### config.mk
export PLATFORM = sky130hd
export DESIGN_NAME = arm_mc_sequencer
export DESIGN_NICKNAME = d
export VERILOG_FILES = /design/src/rtl/arm_mc_sequencer_pkg.sv /design/src/rtl/arm_mc_sequencer_cond.sv /design/src/rtl/arm_mc_sequencer.sv
export SDC_FILE = /design/constraint.sdc
export NUM_CORES = 1
export LEC_CHECK = 0
export BUFFER_PORTS_ARGS = -buffer_cell sky130_fd_sc_hd__clkbuf_2
export CAP_MARGIN = 20
export CELL_PAD_IN_SITES_DETAIL_PLACEMENT = 0
export CELL_PAD_IN_SITES_GLOBAL_PLACEMENT = 1
export CORE_MARGIN = 2
export CORE_UTILIZATION = 40
export CTS_CLUSTER_SIZE = 30
export DETAILED_ROUTE_END_ITERATION = 12
export MAX_ROUTING_LAYER = met4
export PLACE_DENSITY_LB_ADDON = 0.1
export SLEW_MARGIN = 20
export SYNTH_ARGS = -nofsm -noshare
export SYNTH_HDL_FRONTEND = slang
export SYNTH_SLANG_ARGS = --single-unit
export TNS_END_PERCENT = 20
### constraint.sdc
create_clock -name clk -period 5.7 [get_ports clk]
set_clock_uncertainty 0.1 [all_clocks]
set_input_delay 0.57 -clock clk [delete_from_list [all_inputs] [get_ports clk]]
set_output_delay 0.57 -clock clk [all_outputs]
set_load 0.005 [all_outputs]
### src/rtl/arm_mc_sequencer_pkg.sv
// Shared definitions for the multi-cycle ARM control sequencer:
// FSM state encoding, condition codes, ALU opcodes, ALU operand-source
// selects and the instruction class field (ir[27:26]).
package arm_defs;

  typedef enum logic [2:0] {
    ST_FETCH,
    ST_DECODE,
    ST_EXEC,
    ST_MEM,
    ST_WB,
    ST_HALT
  } state_e;

  typedef enum logic [3:0] {
    COND_EQ = 4'h0,
    COND_NE = 4'h1,
    COND_CS = 4'h2,
    COND_CC = 4'h3,
    COND_MI = 4'h4,
    COND_PL = 4'h5,
    COND_VS = 4'h6,
    COND_VC = 4'h7,
    COND_HI = 4'h8,
    COND_LS = 4'h9,
    COND_GE = 4'hA,
    COND_LT = 4'hB,
    COND_GT = 4'hC,
    COND_LE = 4'hD,
    COND_AL = 4'hE,
    COND_NV = 4'hF
  } cond_e;

  typedef enum logic [3:0] {
    ALU_AND = 4'h0,
    ALU_EOR = 4'h1,
    ALU_SUB = 4'h2,
    ALU_RSB = 4'h3,
    ALU_ADD = 4'h4,
    ALU_ADC = 4'h5,
    ALU_SBC = 4'h6,
    ALU_RSC = 4'h7,
    ALU_TST = 4'h8,
    ALU_TEQ = 4'h9,
    ALU_CMP = 4'hA,
    ALU_CMN = 4'hB,
    ALU_ORR = 4'hC,
    ALU_MOV = 4'hD,
    ALU_BIC = 4'hE,
    ALU_MVN = 4'hF
  } alu_op_e;

  typedef enum logic [1:0] {
    ALUSRC_UIMM12 = 2'b00,
    ALUSRC_SHREG  = 2'b01,
    ALUSRC_ROTIMM = 2'b10
  } alusrc_e;

  typedef enum logic [1:0] {
    CLASS_DP  = 2'b00,
    CLASS_MEM = 2'b01,
    CLASS_BR  = 2'b10,
    CLASS_UND = 2'b11
  } iclass_e;

  // TST/TEQ/CMP/CMN only update flags and never write a register.
  function automatic logic is_test_op(input logic [3:0] op);
    return (op == ALU_TST) || (op == ALU_TEQ) || (op == ALU_CMP) || (op == ALU_CMN);
  endfunction

endpackage

### src/rtl/arm_mc_sequencer_cond.sv
// Combinational ARM condition evaluator.
// Ports:
//   cond  [3:0]  condition field ir[31:28]
//   flags [3:0]  architectural NZCV (N=3, Z=2, C=1, V=0)
//   pass         1 when the instruction should execute
module arm_cond_check
  import arm_defs::*;
(
  input  logic [3:0] cond,
  input  logic [3:0] flags,
  output logic       pass
);

  logic n, z, c, v;

  assign n = flags[3];
  assign z = flags[2];
  assign c = flags[1];
  assign v = flags[0];

  always_comb begin
    pass = 1'b0;
    case (cond)
      COND_EQ: pass = z;
      COND_NE: pass = ~z;
      COND_CS: pass = c;
      COND_CC: pass = ~c;
      COND_MI: pass = n;
      COND_PL: pass = ~n;
      COND_VS: pass = v;
      COND_VC: pass = ~v;
      COND_HI: pass = c & ~z;
      COND_LS: pass = ~c | z;
      COND_GE: pass = (n == v);
      COND_LT: pass = (n != v);
      COND_GT: pass = ~z & (n == v);
      COND_LE: pass = z | (n != v);
      COND_AL: pass = 1'b1;
      default: pass = 1'b0;
    endcase
  end

endmodule

### src/rtl/arm_mc_sequencer.sv
// Multi-cycle FETCH/DECODE/EXEC/MEM/WB control sequencer for the shared
// ARM datapath. Owns PC, IR, NZCV and the retired-instruction counter.
// Ports:
//   clk, rst                 clock, synchronous active-high reset
//   imem_req/addr/ack/rdata  instruction fetch handshake (variable latency)
//   dmem_req/we/ack          data access handshake (we=1 store)
//   alu_result, alu_nzcv     datapath ALU output and flags
//   ir, pc, nzcv             architectural state
//   alu_op, alu_src          ALU opcode and operand-source select
//   rf_we, rf_link           register write / link-register write pulses
//   mem_to_reg               writeback selects load data
//   instret                  retired instruction count (wraps)
//   halted                   sticky undefined-instruction trap
module arm_mc_sequencer
  import arm_defs::*;
#(
  parameter int unsigned       ADDR_W   = 32,
  parameter logic [ADDR_W-1:0] RESET_PC = '0,
  parameter int unsigned       PC_STEP  = 4,
  parameter int unsigned       CNT_W    = 32
) (
  input  logic              clk,
  input  logic              rst,
  output logic              imem_req,
  output logic [ADDR_W-1:0] imem_addr,
  input  logic              imem_ack,
  input  logic [31:0]       imem_rdata,
  output logic              dmem_req,
  output logic              dmem_we,
  input  logic              dmem_ack,
  input  logic [ADDR_W-1:0] alu_result,
  input  logic [3:0]        alu_nzcv,
  output logic [31:0]       ir,
  output logic [ADDR_W-1:0] pc,
  output logic [3:0]        nzcv,
  output logic [3:0]        alu_op,
  output logic [1:0]        alu_src,
  output logic              rf_we,
  output logic              rf_link,
  output logic              mem_to_reg,
  output logic [CNT_W-1:0]  instret,
  output logic              halted
);

  state_e            state_q, state_d;
  logic [ADDR_W-1:0] pc_q, pc_d;
  logic [31:0]       ir_q, ir_d;
  logic [3:0]        nzcv_q, nzcv_d;
  logic [CNT_W-1:0]  instret_q, instret_d;
  // Holds off the first fetch for one cycle so req is low the cycle after rst.
  logic              boot_q;

  iclass_e           iclass;
  logic              cond_pass;
  logic              is_load;
  logic [3:0]        rd;
  logic [3:0]        dp_op;
  logic [ADDR_W-1:0] pc_seq;
  logic signed [25:0] br_off_s;
  logic [ADDR_W-1:0] br_off;
  logic [ADDR_W-1:0] br_target;

  logic              retire;
  logic              pc_load;
  logic [ADDR_W-1:0] pc_target;

  assign iclass    = iclass_e'(ir_q[27:26]);
  assign is_load   = ir_q[20];
  assign rd        = ir_q[15:12];
  assign dp_op     = ir_q[24:21];
  assign pc_seq    = pc_q + ADDR_W'(PC_STEP);
  assign br_off_s  = {ir_q[23:0], 2'b00};
  assign br_off    = ADDR_W'(br_off_s);
  assign br_target = pc_seq + br_off;

  arm_cond_check u_cond (
    .cond  (ir_q[31:28]),
    .flags (nzcv_q),
    .pass  (cond_pass)
  );

  always_ff @(posedge clk) begin
    if (rst) begin
      state_q   <= ST_FETCH;
      pc_q      <= RESET_PC;
      ir_q      <= '0;
      nzcv_q    <= '0;
      instret_q <= '0;
      boot_q    <= 1'b1;
    end else begin
      state_q   <= state_d;
      pc_q      <= pc_d;
      ir_q      <= ir_d;
      nzcv_q    <= nzcv_d;
      instret_q <= instret_d;
      boot_q    <= 1'b0;
    end
  end

  always_comb begin
    state_d    = state_q;
    pc_d       = pc_q;
    ir_d       = ir_q;
    nzcv_d     = nzcv_q;
    instret_d  = instret_q;
    imem_req   = 1'b0;
    dmem_req   = 1'b0;
    dmem_we    = 1'b0;
    rf_we      = 1'b0;
    rf_link    = 1'b0;
    mem_to_reg = 1'b0;
    retire     = 1'b0;
    pc_load    = 1'b0;
    pc_target  = pc_seq;

    case (state_q)
      ST_FETCH: begin
        if (!boot_q) begin
          imem_req = 1'b1;
          if (imem_ack) begin
            ir_d    = imem_rdata;
            state_d = ST_DECODE;
          end
        end
      end

      ST_DECODE: begin
        // A failing condition retires before the class is looked at, so a
        // never-executed undefined encoding does not trap.
        if (!cond_pass) begin
          retire  = 1'b1;
          state_d = ST_FETCH;
        end else if (iclass == CLASS_UND) begin
          state_d = ST_HALT;
        end else begin
          state_d = ST_EXEC;
        end
      end

      ST_EXEC: begin
        case (iclass)
          CLASS_DP: begin
            if (ir_q[20]) nzcv_d = alu_nzcv;
            if (is_test_op(dp_op)) begin
              retire  = 1'b1;
              state_d = ST_FETCH;
            end else begin
              state_d = ST_WB;
            end
          end
          CLASS_BR: begin
            rf_link   = ir_q[24];
            retire    = 1'b1;
            pc_load   = 1'b1;
            pc_target = br_target;
            state_d   = ST_FETCH;
          end
          CLASS_MEM: begin
            state_d = ir_q[25] ? ST_HALT : ST_MEM;
          end
          default: state_d = ST_HALT;
        endcase
      end

      ST_MEM: begin
        dmem_req = 1'b1;
        dmem_we  = ~is_load;
        if (dmem_ack) begin
          if (is_load) begin
            state_d = ST_WB;
          end else begin
            retire  = 1'b1;
            state_d = ST_FETCH;
          end
        end
      end

      ST_WB: begin
        mem_to_reg = (iclass == CLASS_MEM) && is_load;
        retire     = 1'b1;
        state_d    = ST_FETCH;
        // r15 is not in the register file: the datapath presents the
        // writeback value (ALU or load data) on alu_result for the PC.
        if (rd == 4'hF) begin
          pc_load   = 1'b1;
          pc_target = alu_result;
        end else begin
          rf_we = 1'b1;
        end
      end

      ST_HALT: begin
        state_d = ST_HALT;
      end

      default: state_d = ST_FETCH;
    endcase

    if (retire) begin
      instret_d = instret_q + CNT_W'(1);
      pc_d      = pc_load ? pc_target : pc_seq;
    end
  end

  assign imem_addr = pc_q;
  assign ir        = ir_q;
  assign pc        = pc_q;
  assign nzcv      = nzcv_q;
  assign instret   = instret_q;
  assign halted    = (state_q == ST_HALT);
  assign alu_op    = (iclass == CLASS_MEM) ? ALU_ADD : dp_op;

  always_comb begin
    alu_src = ALUSRC_UIMM12;
    if (iclass == CLASS_DP) alu_src = ir_q[25] ? ALUSRC_ROTIMM : ALUSRC_SHREG;
  end

endmodule

Word-level counts from Yosys, hierarchy flattened
Cells that the tools add are included.
Word-level totals
  flip-flop bits (word level): 104
  input bits: 72
  output and inout port bits: 145
Cells by class
  $add $sub $neg: 3
  eq/ne operators: 32
  mux-type cells: 37
  bitwise gates (word level): 10
  reduce and logical (&&, ||, !) cells: 10
Operators by type and width (count)
  2-to-1 mux 32 bit: 3
  one-hot mux 32 bit (2 select lines): 1
  == test 4 bit (second input constant): 12
  adder 32 x 1 -> 32 bit (second input constant): 1
  adder 32 x 3 -> 32 bit (second input constant): 1
  adder 32 bit: 1
  2-to-1 mux 3 bit: 8
  == test 4 x 3 -> 1 bit (second input constant): 4
  2-to-1 mux 1 bit: 16
  one-hot mux 1 bit (15 select lines): 1
  one-hot mux 3 bit (5 select lines): 1
  one-hot mux 3 bit (3 select lines): 1
  AND reduction 3 bit: 3
  == test 4 x 2 -> 1 bit (second input constant): 2
  == test 3 x 2 -> 1 bit (second input constant): 2
  == test 3 bit (second input constant): 2
  != test 2 bit (second input constant): 3
  NOT 1 bit: 6
  == test 2 bit (second input constant): 2
  == test 4 x 1 -> 1 bit (second input constant): 1
  zero test 4 bit: 1
  2-to-1 mux 2 bit: 2
  2-to-1 mux 4 bit: 1
  one-hot mux 1 bit (2 select lines): 2
  other kinds (11): 15

Depth between registers and ports, before layout
  word-level depth: 7
  depth in mapped cells: 19
  mapped depth without buffers: 18

By module
Synthesis repeated with hierarchy kept, for this count alone.
Unflattened totals
  cells, all modules: 955
  area, all modules: 7345.8 µm²
By module, submodules not included
  arm_mc_sequencer: times used 1, cells each 927, area an instance 7151.9 µm², sequential area each 2082.0 µm²
  arm_cond_check: times used 1, cells each 28, area an instance 193.9 µm², sequential area each 0.0 µm²

Worst setup path before layout
OpenSTA, ideal clock, no wires.
  kind: reg-to-reg
  from: register pc_q[4] (netlist: imem_addr[4])
  to: register pc_q[30] (netlist: imem_addr[30])
  data arrival time: 3.409 ns
  required time: 5.468 ns
  slack: 2.059 ns
  cell stages (with the launch flop): 19
  path buffers: 1
  cells stage by stage: dfxtp_1 -> and4_1 -> nand3_1 -> nor2_1 -> nand3_1 -> or2_2 -> clkbuf_1 -> xnor2_1 -> ha_1 -> a21oi_1 -> o21bai_1 -> a21o_1 -> a21o_1 -> a211oi_1 -> o21ba_2 -> o41ai_1 -> xor2_1 -> a21oi_1 -> nor3_1
On the way
  longest elaborated chain between the ends: 5
RTL lines
  start: declaration: line arm_mc_sequencer.sv:46  | logic [ADDR_W-1:0] pc_q, pc_d;
  start signal: assignment: line arm_mc_sequencer.sv:92  | pc_q <= pc_d;
  adder 32 x 3 -> 32 bit *: line arm_mc_sequencer.sv:71  | assign pc_seq = pc_q + ADDR_W'(PC_STEP);
  adder 32 bit: line arm_mc_sequencer.sv:74  | assign br_target = pc_seq + br_off;
  2-to-1 mux 32 bit: line arm_mc_sequencer.sv:141  | case (iclass)
  one-hot mux 32 bit (2 select lines): line arm_mc_sequencer.sv:116  | case (state_q)
  2-to-1 mux 32 bit *: line arm_mc_sequencer.sv:201  | pc_d = pc_load ? pc_target : pc_seq;
Mark *: on every way between the ends. The rest lies on a longest branch, timed or not.
A chain may end at the register's enable or synchronous reset.

Worst setup path after layout
  from: register pc_q[4] (netlist: imem_addr[4])
  to: register pc_q[24] (netlist: imem_addr[24])
Same word-level chain as after synthesis.

==> impl_metrics.csv <==
group,metric,value,unit
status,status,"finished, final reports clean",
final_layout,postLayoutCoreUtil,0.486,
routing,drtIter0Drc,304,
floorplanning,ios,217,
worst_hold_path,hp-start,"imem_rdata[10]",
cts,worstSkewPairLatency,360,ps
floorplanning,fp-row-count,48,
worst_setup_path,rrSetupSlack,1300,ps
logic_synthesis,synth_compound_gate_area_share,0.199,
floorplanning,die_y,137,µm
power,power.total,1820,µW
logic_synthesis,synth_area_leader_cell,"dfxtp_1",
power,powerDensity,216,nW/µm²
cts,cts_buffers,9,
logic_synthesis,postSynthCellCount,926,
worst_setup_path,startpoint_type,"register",
worst_setup_path,startpoint,"imem_addr[4]$_SDFFE_PP0N_",
floorplanning,die_area,18900,µm²
cts,cts_tree,"yes",
final_layout,instances_no_fill,1309,
logic_synthesis,synthSimpleGateAreaFrac,0.249,
cts,cts_hold_buf,0,
logic_synthesis,seq_area_frac_synth,0.292,
sta,grt_setup_unrepaired,"false",
worst_setup_path,endpoint,"imem_addr[24]$_SDFFE_PP0N_",
cts,cts_htree_levels,3,
logic_synthesis,yosys-top-cells-count,"nand2_1, nor2_1, dfxtp_1",
global_routing,grt_pass1_vias,6470,
sta,hold_viol,0,
routing,drtPass1Iterations,5,
final_layout,syn_to_final_growth,18.5,%
cts,cts_resized,0,
logic_synthesis,synthArstFlopShare,0,
placed_design,dp.cells,1293,
routing,viasPerCell,5.39,
sta,fin_tns_setup,0,ps
logic_synthesis,synth-edff-count,0,
power,leakage,0.00369,µW
logic_synthesis,syn-cell-area,7120,µm²
routing,wl,21600,µm
worst_setup_path,worstSetupPathType,"register to register",
worst_setup_path,required,5870,ps
global_routing,track_usage,0.233,
sta,finalSetupViolations,0,
final_layout,drive_above_1_share,0.236,
final_layout,nFillCells,1790,
logic_synthesis,synth_area_leaders,"dfxtp_1, xnor2_1, ha_1",
global_routing,grt_start_max_net_pins,69,
logic_synthesis,synthDistinctLibCells,64,
logic_synthesis,synth_mux_area_frac,0.0169,
cts,path_clk_slew,80,ps
worst_setup_path,rr_startpoint,"imem_addr[4]$_SDFFE_PP0N_",
worst_setup_path,end_kind,"register",
worst_setup_path,critPathMaxStageDelay,620,ps
worst_setup_path,reg2regPathDepth,14,
cts,clockBufferDepth,2,
sta,slew_headroom,0.521,
worst_setup_path,arrival,4570,ps
worst_setup_path,worstPathMaxFanout,9,
floorplanning,start_util,0.410,
sta,fmax,0.227,GHz
logic_synthesis,synth_top_family_by_area,"simple AND/OR/NAND/NOR gates",
global_routing,grt_pass1_wl,33600,µm
floorplanning,core,17400,µm²
worst_setup_path,crit_path_cell_trace,"and4_1 -> nand3_1 -> nor2_1 -> xor2_1 -> ha_1 -> a21oi_1 -> nand2_1 -> o31ai_1 -> o21ai_1 -> a221o_1 -> a21oi_1 -> mux2i_1 -> o21ai_0 -> a311oi_1",
global_routing,grt-ovfl-total,0,
worst_setup_path,cp_top_family,"compound AO/OA/AOI/OAI gates",
final_layout,diodes,0,
logic_synthesis,synthAdderAreaFrac,0.0661,
sta,period_needed,4400,ps
logic_synthesis,ys_ff_latch,104,
logic_synthesis,yosys.cell_count.top_type,"nand2_1",
sta,fin_crit_sh,0.772,
worst_setup_path,cpMostUsedCell,"a21oi_1",
cts,clock-sinks,104,
routing,vias,7049,
sta,tightest_slew,712,ps
placed_design,gp_congestion,0.919,
floorplanning,fp.dieW,137,µm
worst_setup_path,reg2reg_to,"imem_addr[24]$_SDFFE_PP0N_",
run,max_cap_violations,0,
worst_setup_path,crit_cells,14,
worst_setup_path,critPathSlowestCell,"o31ai_1",
routing,ant_nets,0,
final_layout,fin_nets,1188,
sta,maxSlewViolCount,0,
cts,root_buffer,"clkbuf_16",
logic_synthesis,avgSynthCellArea,7.69,µm²
placed_design,port_buffers,216,
logic_synthesis,yosysWarnings,0,
logic_synthesis,synth_top_area_frac,0.292,
logic_synthesis,syn_nets,1035,
logic_synthesis,synthFlopType,"dfxtp_1",
cts,cts_setup_buffers,0,
global_routing,antenna_found_initial,0,
worst_setup_path,crit_buf_inv,0,
worst_hold_path,hold_path_class,"input pin to register",
worst_hold_path,hold-path-cell-count,3,
routing,routedWlPerCell,16.5,µm
sta,hold_slack,325,ps
routing,drc_errors,0,
placed_design,hpwl,16000,µm
logic_synthesis,yosys.area_share.xor_xnor,0.101,
power,vdd_drop_max,0.000141,V
## power by group
part           total [µW]  internal (µW)  switching (µW)
combinational         335            152             184
clock                 670            351             318
sequential            818            758            59.9
## cell families after synthesis
group / count (synthesis)
and+or+nand+nor: 370
AOI/OAI and AO/OA: 214
xor gates and xnor gates: 82
buffers and inverters: 107
DFF: 104
muxes: 12
adders and majority gates: 37
## per-layer routing
layer	GRT usage	up-vias	share of wire
li1	-	3571	-
met1	0.306	3233	0.47
met2	0.370	219	0.46
met3	0.0338	26	0.055
met4	0.0727	0	0.018
met5	-	-	0
## through the flow
stage | area (µm²) | setup WS, ps
final | 8430 | 1300
after global routing | 8430 | 988
after CTS | 8430 | 1380
after detailed placement | 8120 | 1450
after global placement | 8120 | 1570
after floorplan | 7120 | 2060
## cell usage in the layout, fill, tap and decap left out, types with 7 or more instances in the layout
master	instances
buf_4	8
a311oi_1	11
nand2_1	117
ha_1	36
xor2_1	29
a221oi_1	14
and3_1	14
nand3_1	34
inv_1	26
dfxtp_1	104
nand2b_1	13
a21o_1	11
mux2i_1	12
a211oi_1	18
xnor2_1	53
a21oi_1	73
clkbuf_16	9
nor3_1	17
a22oi_1	15
o21ai_0	29
nor4_1	7
nor2_1	107
o21bai_1	8
clkbuf_2	215
nand4_1	15
and2_1	8
## sequential cells by signal (all words and copies together), names as in the netlist
| signal | cells |
|---|---|
| imem_addr | 32 |
| boot_q | 1 |
| ir | 32 |
| instret | 32 |
| nzcv | 4 |
| state_q | 3 |
## worst min path at each step
stage / to
3_5_place_dp: ir[6]$_SDFFE_PP0P_
6_report: ir[10]$_SDFFE_PP0P_
5_1_grt: ir[21]$_SDFFE_PP0P_
4_1_cts: ir[30]$_SDFFE_PP0P_
2_1_floorplan: ir[0]$_SDFFE_PP0P_
3_3_place_gp: ir[3]$_SDFFE_PP0P_
## worst min-delay path, stage by stage
cell and delay, ps:
clkbuf_2 80, nand2_1 40, a21oi_1 50
## final cells by class
type | instances | area [µm²] | area share
multi-input combinational | 715 | 4520 | 0.536
timing repair buffer | 223 | 1140 | 0.135
tap | 225 | 282 | 0.0334
inverter | 26 | 97.6 | 0.0116
clock inverter | 7 | 91.3 | 0.0108
sequential | 104 | 2080 | 0.247
clock buffer | 9 | 225 | 0.0267
Note: power is estimated with default switching activity, not from simulation.
